<file path="config.mk">
export PLATFORM = sky130hd
export DESIGN_NAME = id_ex_issue
export DESIGN_NICKNAME = d
export VERILOG_FILES = /design/src/rtl/id_ex_issue.sv
export SDC_FILE = /design/constraint.sdc
export NUM_CORES = 1
export LEC_CHECK = 0
export BUFFER_PORTS_ARGS = -buffer_cell sky130_fd_sc_hd__buf_2
export CORE_ASPECT_RATIO = 2
export CORE_MARGIN = 4
export CORE_UTILIZATION = 43
export CTS_CLUSTER_SIZE = 8
export DETAILED_ROUTE_END_ITERATION = 10
export PLACE_DENSITY_LB_ADDON = 0.3
export SYNTH_ARGS = -nofsm -noshare
export SYNTH_HDL_FRONTEND = slang
export SYNTH_SLANG_ARGS = --single-unit
</file>
<file path="constraint.sdc">
create_clock -name clk -period 6.3 [get_ports clk]
set_input_delay 0.945 -clock clk [delete_from_list [all_inputs] [get_ports clk]]
set_output_delay 0.945 -clock clk [all_outputs]
set_load 0.005 [all_outputs]
</file>
<file path="src/rtl/id_ex_issue.sv">
// ID->EX pipeline register with a load-use interlock, EX backpressure, branch flush
// and a saturating stall-cycle counter with a sticky over-long-stall flag.
module id_ex_issue #(
    parameter int CTRL_W    = 8,
    parameter int CNT_W     = 32,
    parameter int MAX_STALL = 4
) (
    input  logic              clk,
    input  logic              rst,
    input  logic              id_valid,
    input  logic [31:0]       id_pc,
    input  logic [31:0]       id_imm,
    input  logic [3:0]        id_rs1,
    input  logic [3:0]        id_rs2,
    input  logic [3:0]        id_rd,
    input  logic              id_uses_rs1,
    input  logic              id_uses_rs2,
    input  logic              id_regfile_we,
    input  logic              id_is_load,
    input  logic [CTRL_W-1:0] id_ctrl,
    input  logic [31:0]       rs1_data_ID,
    input  logic [31:0]       rs2_data_ID,
    input  logic              rs1_data_forwarded,
    input  logic              rs2_data_forwarded,
    input  logic              regfile_we_EX,
    input  logic              regfile_we_MEMPREP,
    input  logic              regfile_we_MEMEX,
    input  logic              regfile_we_WB,
    input  logic [3:0]        rd_EX,
    input  logic [3:0]        rd_MEMPREP,
    input  logic [3:0]        rd_MEMEX,
    input  logic [3:0]        rd_WB,
    input  logic              is_load_EX,
    input  logic              is_load_MEMPREP,
    input  logic              is_load_MEMEX,
    input  logic              is_load_WB,
    input  logic              flush,
    input  logic              ex_ready,
    output logic              id_ready,
    output logic              ex_valid,
    output logic [31:0]       ex_pc,
    output logic [31:0]       ex_imm,
    output logic [31:0]       ex_rs1_data,
    output logic [31:0]       ex_rs2_data,
    output logic [3:0]        ex_rd,
    output logic              ex_regfile_we,
    output logic              ex_is_load,
    output logic [CTRL_W-1:0] ex_ctrl,
    output logic [1:0]        ex_fwd_mask,
    output logic [CNT_W-1:0]  stall_count,
    output logic              stall_timeout
);

    typedef enum logic {RUN, LU_STALL} state_t;

    localparam int RUN_W = $clog2(MAX_STALL + 1) + 1;
    localparam logic [RUN_W-1:0] RUN_MAX = RUN_W'(MAX_STALL);

    state_t           state;
    logic [RUN_W-1:0] run_cnt;
    logic             hit_rs1, hit_rs2, hazard, slot_free;

    function automatic logic ld_hit(input logic [3:0] r,
                                    input logic [3:0] ld_rd_mask_ex,
                                    input logic [3:0] ld_rd_mask_mp,
                                    input logic [3:0] ld_rd_mask_me,
                                    input logic [3:0] ld_rd_mask_wb,
                                    input logic [3:0] ld_en);
        ld_hit = (r != 4'd0) &&
                 ((ld_en[0] && ld_rd_mask_ex == r) ||
                  (ld_en[1] && ld_rd_mask_mp == r) ||
                  (ld_en[2] && ld_rd_mask_me == r) ||
                  (ld_en[3] && ld_rd_mask_wb == r));
    endfunction

    logic [3:0] ld_en;

    always_comb begin
        ld_en     = {regfile_we_WB & is_load_WB, regfile_we_MEMEX & is_load_MEMEX,
                     regfile_we_MEMPREP & is_load_MEMPREP, regfile_we_EX & is_load_EX};
        hit_rs1   = ld_hit(id_rs1, rd_EX, rd_MEMPREP, rd_MEMEX, rd_WB, ld_en);
        hit_rs2   = ld_hit(id_rs2, rd_EX, rd_MEMPREP, rd_MEMEX, rd_WB, ld_en);
        hazard    = id_valid & ((id_uses_rs1 & hit_rs1) | (id_uses_rs2 & hit_rs2));
        slot_free = !ex_valid | ex_ready;
        if (flush)           id_ready = 1'b1;
        else if (!slot_free) id_ready = 1'b0;
        else if (hazard)     id_ready = 1'b0;
        else                 id_ready = id_valid;
    end

    always_ff @(posedge clk or posedge rst) begin
        if (rst) begin
            state         <= RUN;
            run_cnt       <= '0;
            ex_valid      <= 1'b0;
            ex_pc         <= '0;
            ex_imm        <= '0;
            ex_rs1_data   <= '0;
            ex_rs2_data   <= '0;
            ex_rd         <= '0;
            ex_regfile_we <= 1'b0;
            ex_is_load    <= 1'b0;
            ex_ctrl       <= '0;
            ex_fwd_mask   <= '0;
            stall_count   <= '0;
            stall_timeout <= 1'b0;
        end else if (flush) begin
            ex_valid <= 1'b0;
            state    <= RUN;
            run_cnt  <= '0;
        end else if (slot_free) begin
            if (hazard) begin
                ex_valid <= 1'b0;
                state    <= LU_STALL;
                if (stall_count != '1)
                    stall_count <= stall_count + 1'b1;
                if (run_cnt != RUN_MAX)
                    run_cnt <= run_cnt + 1'b1;
                // MAX_STALL bubbles already taken and the hazard is still there
                if (state == LU_STALL && run_cnt >= RUN_MAX)
                    stall_timeout <= 1'b1;
            end else if (id_valid) begin
                ex_valid      <= 1'b1;
                ex_pc         <= id_pc;
                ex_imm        <= id_imm;
                ex_rs1_data   <= rs1_data_ID;
                ex_rs2_data   <= rs2_data_ID;
                ex_rd         <= id_rd;
                ex_regfile_we <= id_regfile_we;
                ex_is_load    <= id_is_load;
                ex_ctrl       <= id_ctrl;
                ex_fwd_mask   <= {rs2_data_forwarded, rs1_data_forwarded};
                state         <= RUN;
                run_cnt       <= '0;
            end else begin
                ex_valid <= 1'b0;
            end
        end
    end

endmodule
</file>
==> summary.md, run 1 <==
| Metric | Value |
|---|---|
| Largest net degree at the start of global routing | 115 |
| Share of layout cells above drive strength 1 | 60.6% |
| Metal2 WL | 11700 microns |
| Syn_nets | 731 |
| H-tree depth | 4 |
| CTS max path bufs | 2 |
| Drc violations | 0 |
| Met3 Wirelength | 1210 microns |
| CP delay by family, top | simple AND/OR/NAND/NOR gates |
| Period minus WS final | 3.63 ns |
| Placed cell areas | 0.00987 sq mm |
| Post-DR vias/cell | 5.00 |
| Async SR Flop Fraction | 100% |
| HPWL after DPL | 16200 microns |
| Clock slew at reported path FFs | 0.07 ns |
| DRT iter0 DRCs | 198 |
| Tcrit/Tclk final | 57.5% |
| CTS tree | done |
| Syn Inst Count | 545 |
| Cells along the critical path | buf_2, xnor2_1, nand3_1, nor4_1, o311ai_2, and2_1, nand2_8, buf_4, mux2_2 |
| Clk root buf | clkbuf_16 |
| Crit path DAT | 3.93 ns |
| Synthesized area per cell | 14.6 sq um |
| Final-report hold violation count | 0 |
| Row cnt | 70 |
| DR WL/cell | 18.7 microns |
| Final instance area | 0.0104 sq mm |
| Main synth FF type | dfrtp_1 |
| Initial antenna violation count | 5 |
| Worst-path fanout max | 114 |
| Post-layout util | 57.3% |
| Yosys cell types | 40 |
| Global-route wire length before repair | 33500 microns |
| CTS Buf Count | 17 |
| Max cap viols | 0 |
| Setup repair after global routing missed its margin | false |
| EDFF count, synth | 0 |
| Max Used Layer | met5 |
| Power Density | 304 mW/mm^2 |
| Fin worst setup slack | 2.67 ns |
| Most common cell after layout, fill and taps aside | buf_2 |
| Met1 Routed Length | 7620 microns |
| Post-CTS Setup Bufs | 0 |
| Pre-CTS setup slack | 2.19 ns |
| Setup Viol. Count Final | 0 |
| Core ar. | 0.0182 sq mm |
| PortBufs | 361 |
| Vias in the first global route | 6098 |
| Crit path capture type | flip-flop |
| Worst clock skew | 0.0115 ns |
| R2r setup slk | 3.55 ns |
| Clock latency on the worst-skew pair | 0.42 ns |
| Post-Route WL | 21200 microns |
| Peak supply drop | 0.000199 V |
| First-pass iteration count of the detailed router | 4 |
| Final setup TNS | 0 ns |
| Die width | 104 microns |
| Area growth from synthesis to layout | 31.1% |
| Yosys reg bits | 183 |
| Startpoint Class | primary input |
| Static Leakage | 0.00529 uW |
| Max-slew violation count | 0 |
| Die Area | 0.0209 sq mm |
| Slew HR | 27.6% |
| IO Pins | 362 |
| Resized cells post-CTS | 0 |
| Worst-margin pin slew | 1.08 ns |
| Clk sink count | 183 |
| Hold Path Class | flip-flop to flip-flop |
| Cell Area, Synth | 0.00797 sq mm |
| Most frequent cells in the layout | buf_2, dfrtp_1, mux2_2, mux2_4, xnor2_1 |
| Max Fclk | 276 MHz |
| Worst Setup Path Type | primary input to flip-flop |
| Final antenna-violating net count | 0 |
| Layout Nets | 1084 |
| Die H | 201 microns |
| Status | completed |
| Gr usage total | 20.4% |
| Required @ worst endpoint | 6.60 ns |
| Hold_buf cts | 0 |
| Crit path buf inv count | 2 |
| Via count | 5646 |
| Routability Congestion | 0.870 |
| Ys Warns | 0 |
| Initial Util | 43.7% |
| Sequential area share after synthesis | 57.5% |
| Gr ovfl total | 0 |
| Crit-path max cell delay | 0.74 ns |
| Crit-path slowest cell | nand2_8 |
==> synthesized netlist by cell type (all sizes together), types with 5 or more instances <==
| cell type | instances | area (sq um) |
|---|---|---|
| and3 | 10 | 67.6 |
| nand4 | 16 | 100 |
| dfrtp | 183 | 4580 |
| a21oi | 6 | 33.8 |
| mux2 | 145 | 1860 |
| buf | 28 | 209 |
| nand3 | 21 | 105 |
| xnor2 | 46 | 403 |
| xor2 | 17 | 149 |
| nor2 | 6 | 25.0 |
| nand2 | 22 | 92.6 |
| inv | 5 | 18.8 |
==> sequential cells by signal (all words and copies together), names as in the netlist <==
| signal | count |
|---|---|
| run_cnt | 4 |
| stall_count | 32 |
| ex_rs1_data | 32 |
| ex_ctrl | 8 |
| stall_timeout | 1 |
| ex_pc | 32 |
| ex_fwd_mask | 2 |
| ex_valid | 1 |
| ex_rs2_data | 32 |
| ex_is_load | 1 |
| state | 1 |
| ex_rd | 4 |
| ex_regfile_we | 1 |
| ex_imm | 32 |
==> power breakdown <==
part,switching [uW],total [uW],internal (uW)
sequential,103,1480,1370
clock,463,1030,570
combinational,274,671,397
==> per-stage QoR <==
stage	cells	total power, uW	hold WS, ns
2_1_floorplan	545	1840	0.468
3_3_place_gp	1095	2160	0.466
3_5_place_dp	1095	2180	0.464
4_1_cts	1127	3230	0.485
5_1_grt	1130	3340	0.515
6_report	1130	3180	0.485
==> cell families (layout without fill, tap and decap cells) <==
logic type,after synthesis,in the layout,synth area share (%)
adders and majority gates,3,3,0.471
xor gates and xnor gates,63,63,6.92
AOI/OAI and AO/OA,20,20,2.14
and+or+nand+nor,96,96,6.74
buffers and inverters,35,401,2.95
other,0,3,0
DFF,183,183,57.5
muxes,145,145,23.3
==> worst paths after layout <==
check	from	to	depth (start not counted)
min reg2reg	stall_timeout	stall_timeout	1
max in group asynchronous	rst	run_cnt[0]	3
max reg2reg	stall_count[3]	stall_count[25]	8
min	stall_timeout	stall_timeout	1
min in group asynchronous	rst	ex_pc[17]	2
max	id_rs2[3]	ex_rs1_data[23]	9
==> worst reg2reg max path, cell delays in order (launching register included) <==
cell      delay [ns]
dfrtp_1         0.44
and4_4          0.21
and3_1          0.29
and3_4          0.24
nand2_2         0.10
nor4_1          0.08
a211oi_2        0.89
nand4_1         0.23
xnor2_1         0.17
==> per-layer routing <==
layer | GRT usage, % | vias up
met5 | 0 | -
met4 | 8.84 | 4
met3 | 5.34 | 37
met2 | 37.4 | 225
met1 | 21.7 | 2760
li1 | - | 2620
==> cell type report <==
cell class              count  area (sq um)
clock buffers              19           453
repair buffers            364          1830
diodes                      3          7.51
flip-flops and latches    183          4580
well taps                 216           270
fillers                  1586          7770
multi-input cells         327          3160
inverters                   5          23.8
clock inverters            13           121
(Power assumes the default switching activity.)
==> run 2: changes to the inputs <==
--- a/config.mk
+++ b/config.mk
@@ -5,10 +5,11 @@
 export SDC_FILE = /design/constraint.sdc
 export NUM_CORES = 1
 export LEC_CHECK = 0
+export ABC_AREA = 1
 export BUFFER_PORTS_ARGS = -buffer_cell sky130_fd_sc_hd__buf_2
 export CORE_ASPECT_RATIO = 2
 export CORE_MARGIN = 4
-export CORE_UTILIZATION = 43
+export CORE_UTILIZATION = 44
 export CTS_CLUSTER_SIZE = 8
 export DETAILED_ROUTE_END_ITERATION = 10
 export PLACE_DENSITY_LB_ADDON = 0.3
==> constraint.sdc (replaced) <==
create_clock -name clk -period 3.3 [get_ports clk]
set_input_delay 0.495 -clock clk [delete_from_list [all_inputs] [get_ports clk]]
set_output_delay 0.495 -clock clk [all_outputs]
set_load 0.005 [all_outputs]
==> run 2 against run 1 <==
Clock skew shrank 0.0033 ns; worst hold slack worse by 0.38 ns; register-to-register slack got worse by 2.6 ns; first-iteration DRC count grew 41%.
==> summary.md, run 2 <==
| Metric | Value |
|---|---|
| Final antenna-violating net count | 0 (unchanged) |
| Via count | 7708 (+37%) |
| Layout Nets | 1601 (+48%) |
| First-pass iteration count of the detailed router | 4 (unchanged) |
| Syn Inst Count | 1070 (+96%) |
| Initial Util | 44.9% (+1.2 points) |
| Core ar. | 0.0195 sq mm (+6.8%) |
| Setup repair after global routing missed its margin | false |
| Worst-path fanout max | 35 (-69%) |
| Hold_buf cts | 0 (unchanged) |
| Clk root buf | clkbuf_16 |
| Tcrit/Tclk final | 70.9% |
| Worst clock skew | 0.00813 ns (-0.00335 ns) |
| IO Pins | 362 (unchanged) |
| Post-layout util | 58.0% (+0.66 points) |
| DR WL/cell | 14.9 microns (-20%) |
| Final setup TNS | 0 ns (unchanged) |
| PortBufs | 361 (unchanged) |
| Most frequent cells in the layout | buf_2, nand2_1, inv_1, dfrtp_1, o21ai_0 |
| Cell Area, Synth | 0.00874 sq mm (+9.7%) |
| Yosys reg bits | 183 (unchanged) |
| Static Leakage | 0.00644 uW (+22%) |
| Initial antenna violation count | 7 (+2) |
| Slew HR | 63.5% (+36 points) |
| Drc violations | 0 (unchanged) |
| Worst reg2reg path endpoint | stall_count[21] |
| HPWL after DPL | 19900 microns (+23%) |
| Die width | 108 microns (+3.3%) |
| H-tree depth | 4 (unchanged) |
| CTS max path bufs | 2 (unchanged) |
| Syn_nets | 1256 (+72%) |
| Synth area leaders | dfrtp_1, nand2_1, inv_1 |
| Crit path DAT | 2.68 ns (-1.25 ns) |
| Status | completed |
| Gr ovfl total | 0 (unchanged) |
| Clock latency on the worst-skew pair | 0.44 ns (+0.02 ns) |
| Post-DR vias/cell | 4.56 (-8.7%) |
| Max-slew violation count | 0 (unchanged) |
| Die Area | 0.0223 sq mm (+6.8%) |
| CTS Buf Count | 17 (unchanged) |
| Final-report hold violation count | 0 (unchanged) |
| Period minus WS final | 2.34 ns |
| Most common cell in the netlist | nand2_1 |
| Async SR Flop Fraction | 100% (unchanged) |
| EDFF count, synth | 0 (unchanged) |
| Row cnt | 72 (+2.9%) |
| Resized cells post-CTS | 0 (unchanged) |
| Hold Path Class | primary input to asynchronous set/reset pin |
| Die H | 207 microns (+3.4%) |
| Worst r2r path cells | 9 (+1) |
| Clk sink count | 183 (unchanged) |
| Most common cell after layout, fill and taps aside | buf_2 |
| Yosys top cell by area | dfrtp_1 |
| Share of layout cells above drive strength 1 | 31.0% (-30 points) |
| Max Fclk | 428 MHz |
| Worst Setup Path Type | flip-flop to flip-flop |
| Clock slew at reported path FFs | 0.07 ns (about the same) |
| Gr usage total | 23.0% (+2.5 points) |
| Startpoint Class | flip-flop |
| Area growth from synthesis to layout | 29.1% |
| CP Launch Point | stall_count[0] |
| Worst hold margin | 0.102 ns (-0.383 ns) |
| DRT iter0 DRCs | 280 (+41%) |
| Global-route wire length before repair | 39700 microns (+18%) |
| Setup Viol. Count Final | 0 (unchanged) |
| Post-CTS Setup Bufs | 0 (unchanged) |
| Worst-margin pin slew | 0.548 ns (-0.536 ns) |
| Ys Warns | 0 (unchanged) |
| Synthesized area per cell | 8.17 sq um (-44%) |
| Crit path capture type | flip-flop |
| Routability Congestion | 0.945 (+8.6%) |
| R2r setup slk | 0.96 ns (-2.59 ns) |
| Worst r2r src | stall_count[0] |
| Sequential area share after synthesis | 52.4% (-5.1 points) |
| Max cap viols | 0 (unchanged) |
| Largest net degree at the start of global routing | 122 (+6.1%) |
| Share of the synthesized area in the top cell type | 52.4% (-5.1 points) |
| Post-Route WL | 25200 microns (+19%) |
| Required @ worst endpoint | 3.65 ns (-2.95 ns) |
| Peak supply drop | 0.000316 V (+59%) |
| Yosys cell types | 28 (-30%) |
| Main synth FF type | dfrtp_1 |
| Synth cell count leaders | nand2_1, inv_1, dfrtp_1, o21ai_0, nor2_1 |
| Power Density | 534 mW/mm^2 (+75%) |
| Vias in the first global route | 7582 (+24%) |
| CTS tree | done |
run 2: cell types whose count changed after synthesis, moves of 6 or more:
cell	before	now
o21ai_2	0	29
inv_2	0	8
xnor2_1	46	24
mux2_4	60	0
o21ai_0	0	102
nor3_1	4	11
nor2_1	5	55
mux2_2	85	0
clkbuf_1	2	8
nand4_1	16	7
and3_1	9	1
nand2_1	20	300
o21ai_1	0	50
inv_1	5	204
run 2: cell families (layout without fill, tap and decap cells):
| kind of cell | after synthesis | in the layout | synth area share, % |
|---|---|---|---|
| AOI/OAI and AO/OA | 185 | 185 | 11.9 |
| xor gates and xnor gates | 43 | 43 | 4.31 |
| adders and majority gates | 3 | 3 | 0.429 |
| buffers and inverters | 253 | 611 | 12.4 |
| DFF | 183 | 183 | 52.4 |
| other | 0 | 3 | 0 |
| and+or+nand+nor | 403 | 403 | 18.5 |
run 2: how the worst max path moves through the flow:
stage,cells past startpoint,slack [ns],endpoint
2_1_floorplan,1,0.45,ex_ctrl[0]
3_3_place_gp,14,0.85,ex_rs1_data[7]
3_5_place_dp,14,0.84,ex_rs1_data[14]
4_1_cts,9,0.94,stall_count[21]
5_1_grt,9,0.71,stall_count[21]
6_report,9,0.96,stall_count[21]
run 2: routing by layer:
| layer | vias up | wire length [microns] | track usage, % | share of wire, % |
|---|---|---|---|---|
| met5 | - | 42 | 0 | 0.17 |
| met3 | 63 | 2080 | 8.15 | 8.3 |
| met4 | 8 | 1000 | 10.0 | 4.0 |
| met2 | 291 | 13000 | 39.6 | 52 |
| met1 | 3400 | 9070 | 24.9 | 36 |
| li1 | 3946 | - | - | - |
run 2: through the flow:
| step | setup slack [ns] | cells | instance area [sq um] | total power [uW] |
|---|---|---|---|---|
| detailed placement | 0.843 | 1655 | 10700 | 4060 |
| floorplan | 0.454 | 1070 | 8750 | 3400 |
| CTS | 0.944 | 1687 | 11300 | 6120 |
| global route | 0.706 | 1689 | 11300 | 6390 |
| finish | 0.961 | 1690 | 11300 | 6030 |
| global placement | 0.849 | 1655 | 10700 | 4020 |
run 2: area by class of cell:
| class | instances | area [sq um] |
|---|---|---|
| Timing Repair Buffer | 367 | 1910 |
| Antenna cell | 3 | 7.51 |
| Sequential cell | 183 | 4580 |
| Clock inverter | 13 | 131 |
| Fill cell | 1872 | 8170 |
| Clock buffer | 19 | 453 |
| Inverter | 212 | 800 |
| Tap cell | 259 | 324 |
| Multi-Input combinational cell | 634 | 3080 |
run 2: power by group:
group	total, uW	internal (uW)	switching (uW)
Combinational	1190	542	647
Clock	2020	1110	917
Sequential	2810	2600	214
run 2: critical path, stage by stage (launching register included):
cell     delay, ns
dfrtp_1       0.45
ha_1          0.28
nand3_2       0.16
nor3_2        0.07
inv_1         0.07
nor2_1        0.06
a21oi_1       0.17
nand3_2       0.42
buf_12        0.34
o21ai_0       0.21
==> run 3: changes to the inputs <==
--- a/config.mk
+++ b/config.mk
@@ -5,13 +5,12 @@
 export SDC_FILE = /design/constraint.sdc
 export NUM_CORES = 1
 export LEC_CHECK = 0
-export ABC_AREA = 1
+export ABC_AREA = 0
 export BUFFER_PORTS_ARGS = -buffer_cell sky130_fd_sc_hd__buf_2
-export CORE_ASPECT_RATIO = 2
-export CORE_MARGIN = 4
-export CORE_UTILIZATION = 44
+export CORE_AREA = 4 4 140 142
 export CTS_CLUSTER_SIZE = 8
 export DETAILED_ROUTE_END_ITERATION = 10
+export DIE_AREA = 0 0 144 146
 export PLACE_DENSITY_LB_ADDON = 0.3
 export SYNTH_ARGS = -nofsm -noshare
 export SYNTH_HDL_FRONTEND = slang
==> constraint.sdc (replaced) <==
create_clock -name clk -period 2.35 [get_ports clk]
set_input_delay 0.3525 -clock clk [delete_from_list [all_inputs] [get_ports clk]]
set_output_delay 0.3525 -clock clk [all_outputs]
set_load 0.005 [all_outputs]
==> run 3 against run 2 <==
Power grew 45%; first-iteration DRC count shrank 14%; critical endpoint is now id_ready; setup slack lost 0.80 ns; critical path type is now primary input to primary output; non-clock buffer count grew 19; highest routed layer is now met4; sequential cell count is the same; sequential power grew 41%; combinational power grew 56%.
==> summary.md, run 3 (synthesis results as in run 1) <==
| Metric | Value |
|---|---|
| Die H | 146 microns (-30%) |
| Static Leakage | 0.00544 uW (-15%) |
| Cell total after placement | 1134 (-31%) |
| Initial Util | 43.2% (-1.8 points) |
| Worst-margin pin slew | 0.421 ns (-0.127 ns) |
| Share of layout cells above drive strength 1 | 61.6% (+31 points) |
| Cells along the critical path | buf_2, xor2_1, nor4_1, o311ai_2, and2_4, buf_4, nand2_1, nand2b_1, buf_2 |
| Clk sink count | 183 (unchanged) |
| Period minus WS final | 2.19 ns |
| DRT iter0 DRCs | 242 (-14%) |
| CTS tree | done |
| CTS max path bufs | 2 (unchanged) |
| Max cap viols | 0 (unchanged) |
| Post-layout util | 58.3% (+0.26 points) |
| Final-report hold violation count | 0 (unchanged) |
| # fillers | 1530 (-18%) |
| Global-route wire length before repair | 32300 microns (-19%) |
| Post-CTS Setup Bufs | 0 (unchanged) |
| Setup repair after global routing missed its margin | false |
| Worst r2r src | stall_count[11] |
| Max Fclk | 456 MHz |
| Post-Route WL | 21300 microns (-15%) |
| Crit path DAT | 1.84 ns (-0.84 ns) |
| HPWL after DPL | 16500 microns (-17%) |
| Post-DR vias/cell | 4.88 (+6.9%) |
| Via count | 5696 (-26%) |
| Worst-path fanout max | 7 (-80%) |
| DR WL/cell | 18.2 microns (+22%) |
| H-tree depth | 4 (unchanged) |
| Peak supply drop | 0.000455 V (+44%) |
| PortBufs | 361 (unchanged) |
| Clock latency on the worst-skew pair | 0.43 ns (about the same) |
| Setup Viol. Count Final | 0 (unchanged) |
| Crit path capture type | primary output |
| Layout Cells excl Fill | 1168 (-31%) |
| Most common cell after layout, fill and taps aside | buf_2 |
| Hold Path Class | primary input to flip-flop |
| Drc violations | 0 (unchanged) |
| First-pass iteration count of the detailed router | 5 (+1) |
| Status | completed |
| HP Start | rs2_data_ID[16] |
| Tcrit/Tclk final | 93.2% |
| Clock slew at reported path FFs | 0.08 ns (about the same) |
| Routability Congestion | 0.893 (-5.5%) |
| Worst clock skew | 0.0121 ns (+0.00396 ns) |
| Worst Setup Path Type | primary input to primary output |
| Row cnt | 50 (-31%) |
| Startpoint Class | primary input |
| Power Density | 811 mW/mm^2 (+52%) |
| Gr usage total | 19.7% (-3.3 points) |
| Die Area | 0.0210 sq mm (-5.8%) |
| Clk root buf | clkbuf_16 |
| Crit-path slowest cell | nor4_1 |
| CP Launch Point | id_rs2[1] |
| Area of the multi-input gates | 0.00317 sq mm (+3.0%) |
| Crit-path max cell delay | 0.41 ns (-0.04 ns) |
| Max-slew violation count | 0 (unchanged) |
| Final antenna-violating net count | 0 (unchanged) |
| Initial antenna violation count | 1 (-6) |
| Layout Nets | 1106 (-31%) |
| FF+latch area | 0.00458 sq mm (unchanged) |
| CTS Buf Count | 17 (unchanged) |
| Vias in the first global route | 5848 (-23%) |
| Area growth from synthesis to layout | 35.0% |
| Core ar. | 0.0185 sq mm (-5.2%) |
| Slew HR | 71.9% (+8.4 points) |
| Largest net degree at the start of global routing | 72 (-41%) |
| Most frequent cells in the layout | buf_2, dfrtp_1, mux2_2, mux2_4, xnor2_1 |
| Worst hold margin | 0.145 ns (+0.0430 ns) |
| IO Pins | 362 (unchanged) |
| Die width | 144 microns (+34%) |
| Critical Path Most Common Cell | buf_2 |
| Gr ovfl total | 0 (unchanged) |
| Required @ worst endpoint | 2.00 ns (-1.65 ns) |
[run 3: stage by stage]
step | setup WS [ns] | instance area [sq um] | total power, uW | TNS [ns]
finish | 0.159 | 10800 | 8720 | 0
global route | 0.0134 | 10800 | 9170 | 0
floorplan | -0.353 | 7970 | 4920 | -64.61
global placement | -0.0557 | 10100 | 5840 | -3.41
detailed placement | -0.0613 | 10100 | 5890 | -3.56
CTS | 0.0520 | 10700 | 8830 | 0
[run 3: power by group]
group / internal [uW] / switching, uW
logic: 1100 / 765
clock network: 1580 / 1330
registers: 3680 / 279
total: 6350 / 2370
[run 3: area by class of cell]
type | count | share of cell area (%)
diodes | 1 | 0.0233
clock buffers | 19 | 4.21
clock inverters | 13 | 1.49
inverters | 5 | 0.209
multi-input cells | 327 | 29.5
flip-flops and latches | 183 | 42.6
well taps | 234 | 2.72
repair buffers | 386 | 19.3
[run 3: layer usage]
layer / GRT usage (%) / routed length (microns)
met1: 23.3 / 8370
met2: 33.4 / 10700
met3: 5.29 / 1560
met4: 8.38 / 632
met5: 0 / 0
[run 3: path summary, 6_finish.rpt]
path	to	slack (ns)	cells past startpoint
max	id_ready	0.16	9
min	ex_rs2_data[16]	0.14	2
max reg2reg	stall_count[1]	0.17	8
min reg2reg	stall_count[9]	0.49	1
max in group asynchronous	ex_rs1_data[9]	1.16	4
min in group asynchronous	ex_rs2_data[24]	0.48	3
[run 3: critical path: cells and delay by family]
family | cells | cell delay, ns
buffers and inverters | 3 | 0.43
XOR/XNOR | 1 | 0.15
AND/OR/NAND/NOR | 4 | 0.75
AO/OA/AOI/OAI | 1 | 0.15
[run 3: timing repair]
item                                   4_1_cts  5_1_grt
setup endpoints to repair                    0        2
hold buffers                                 1        0
resized for setup                            0        3
endpoints found under the hold margin       12        0
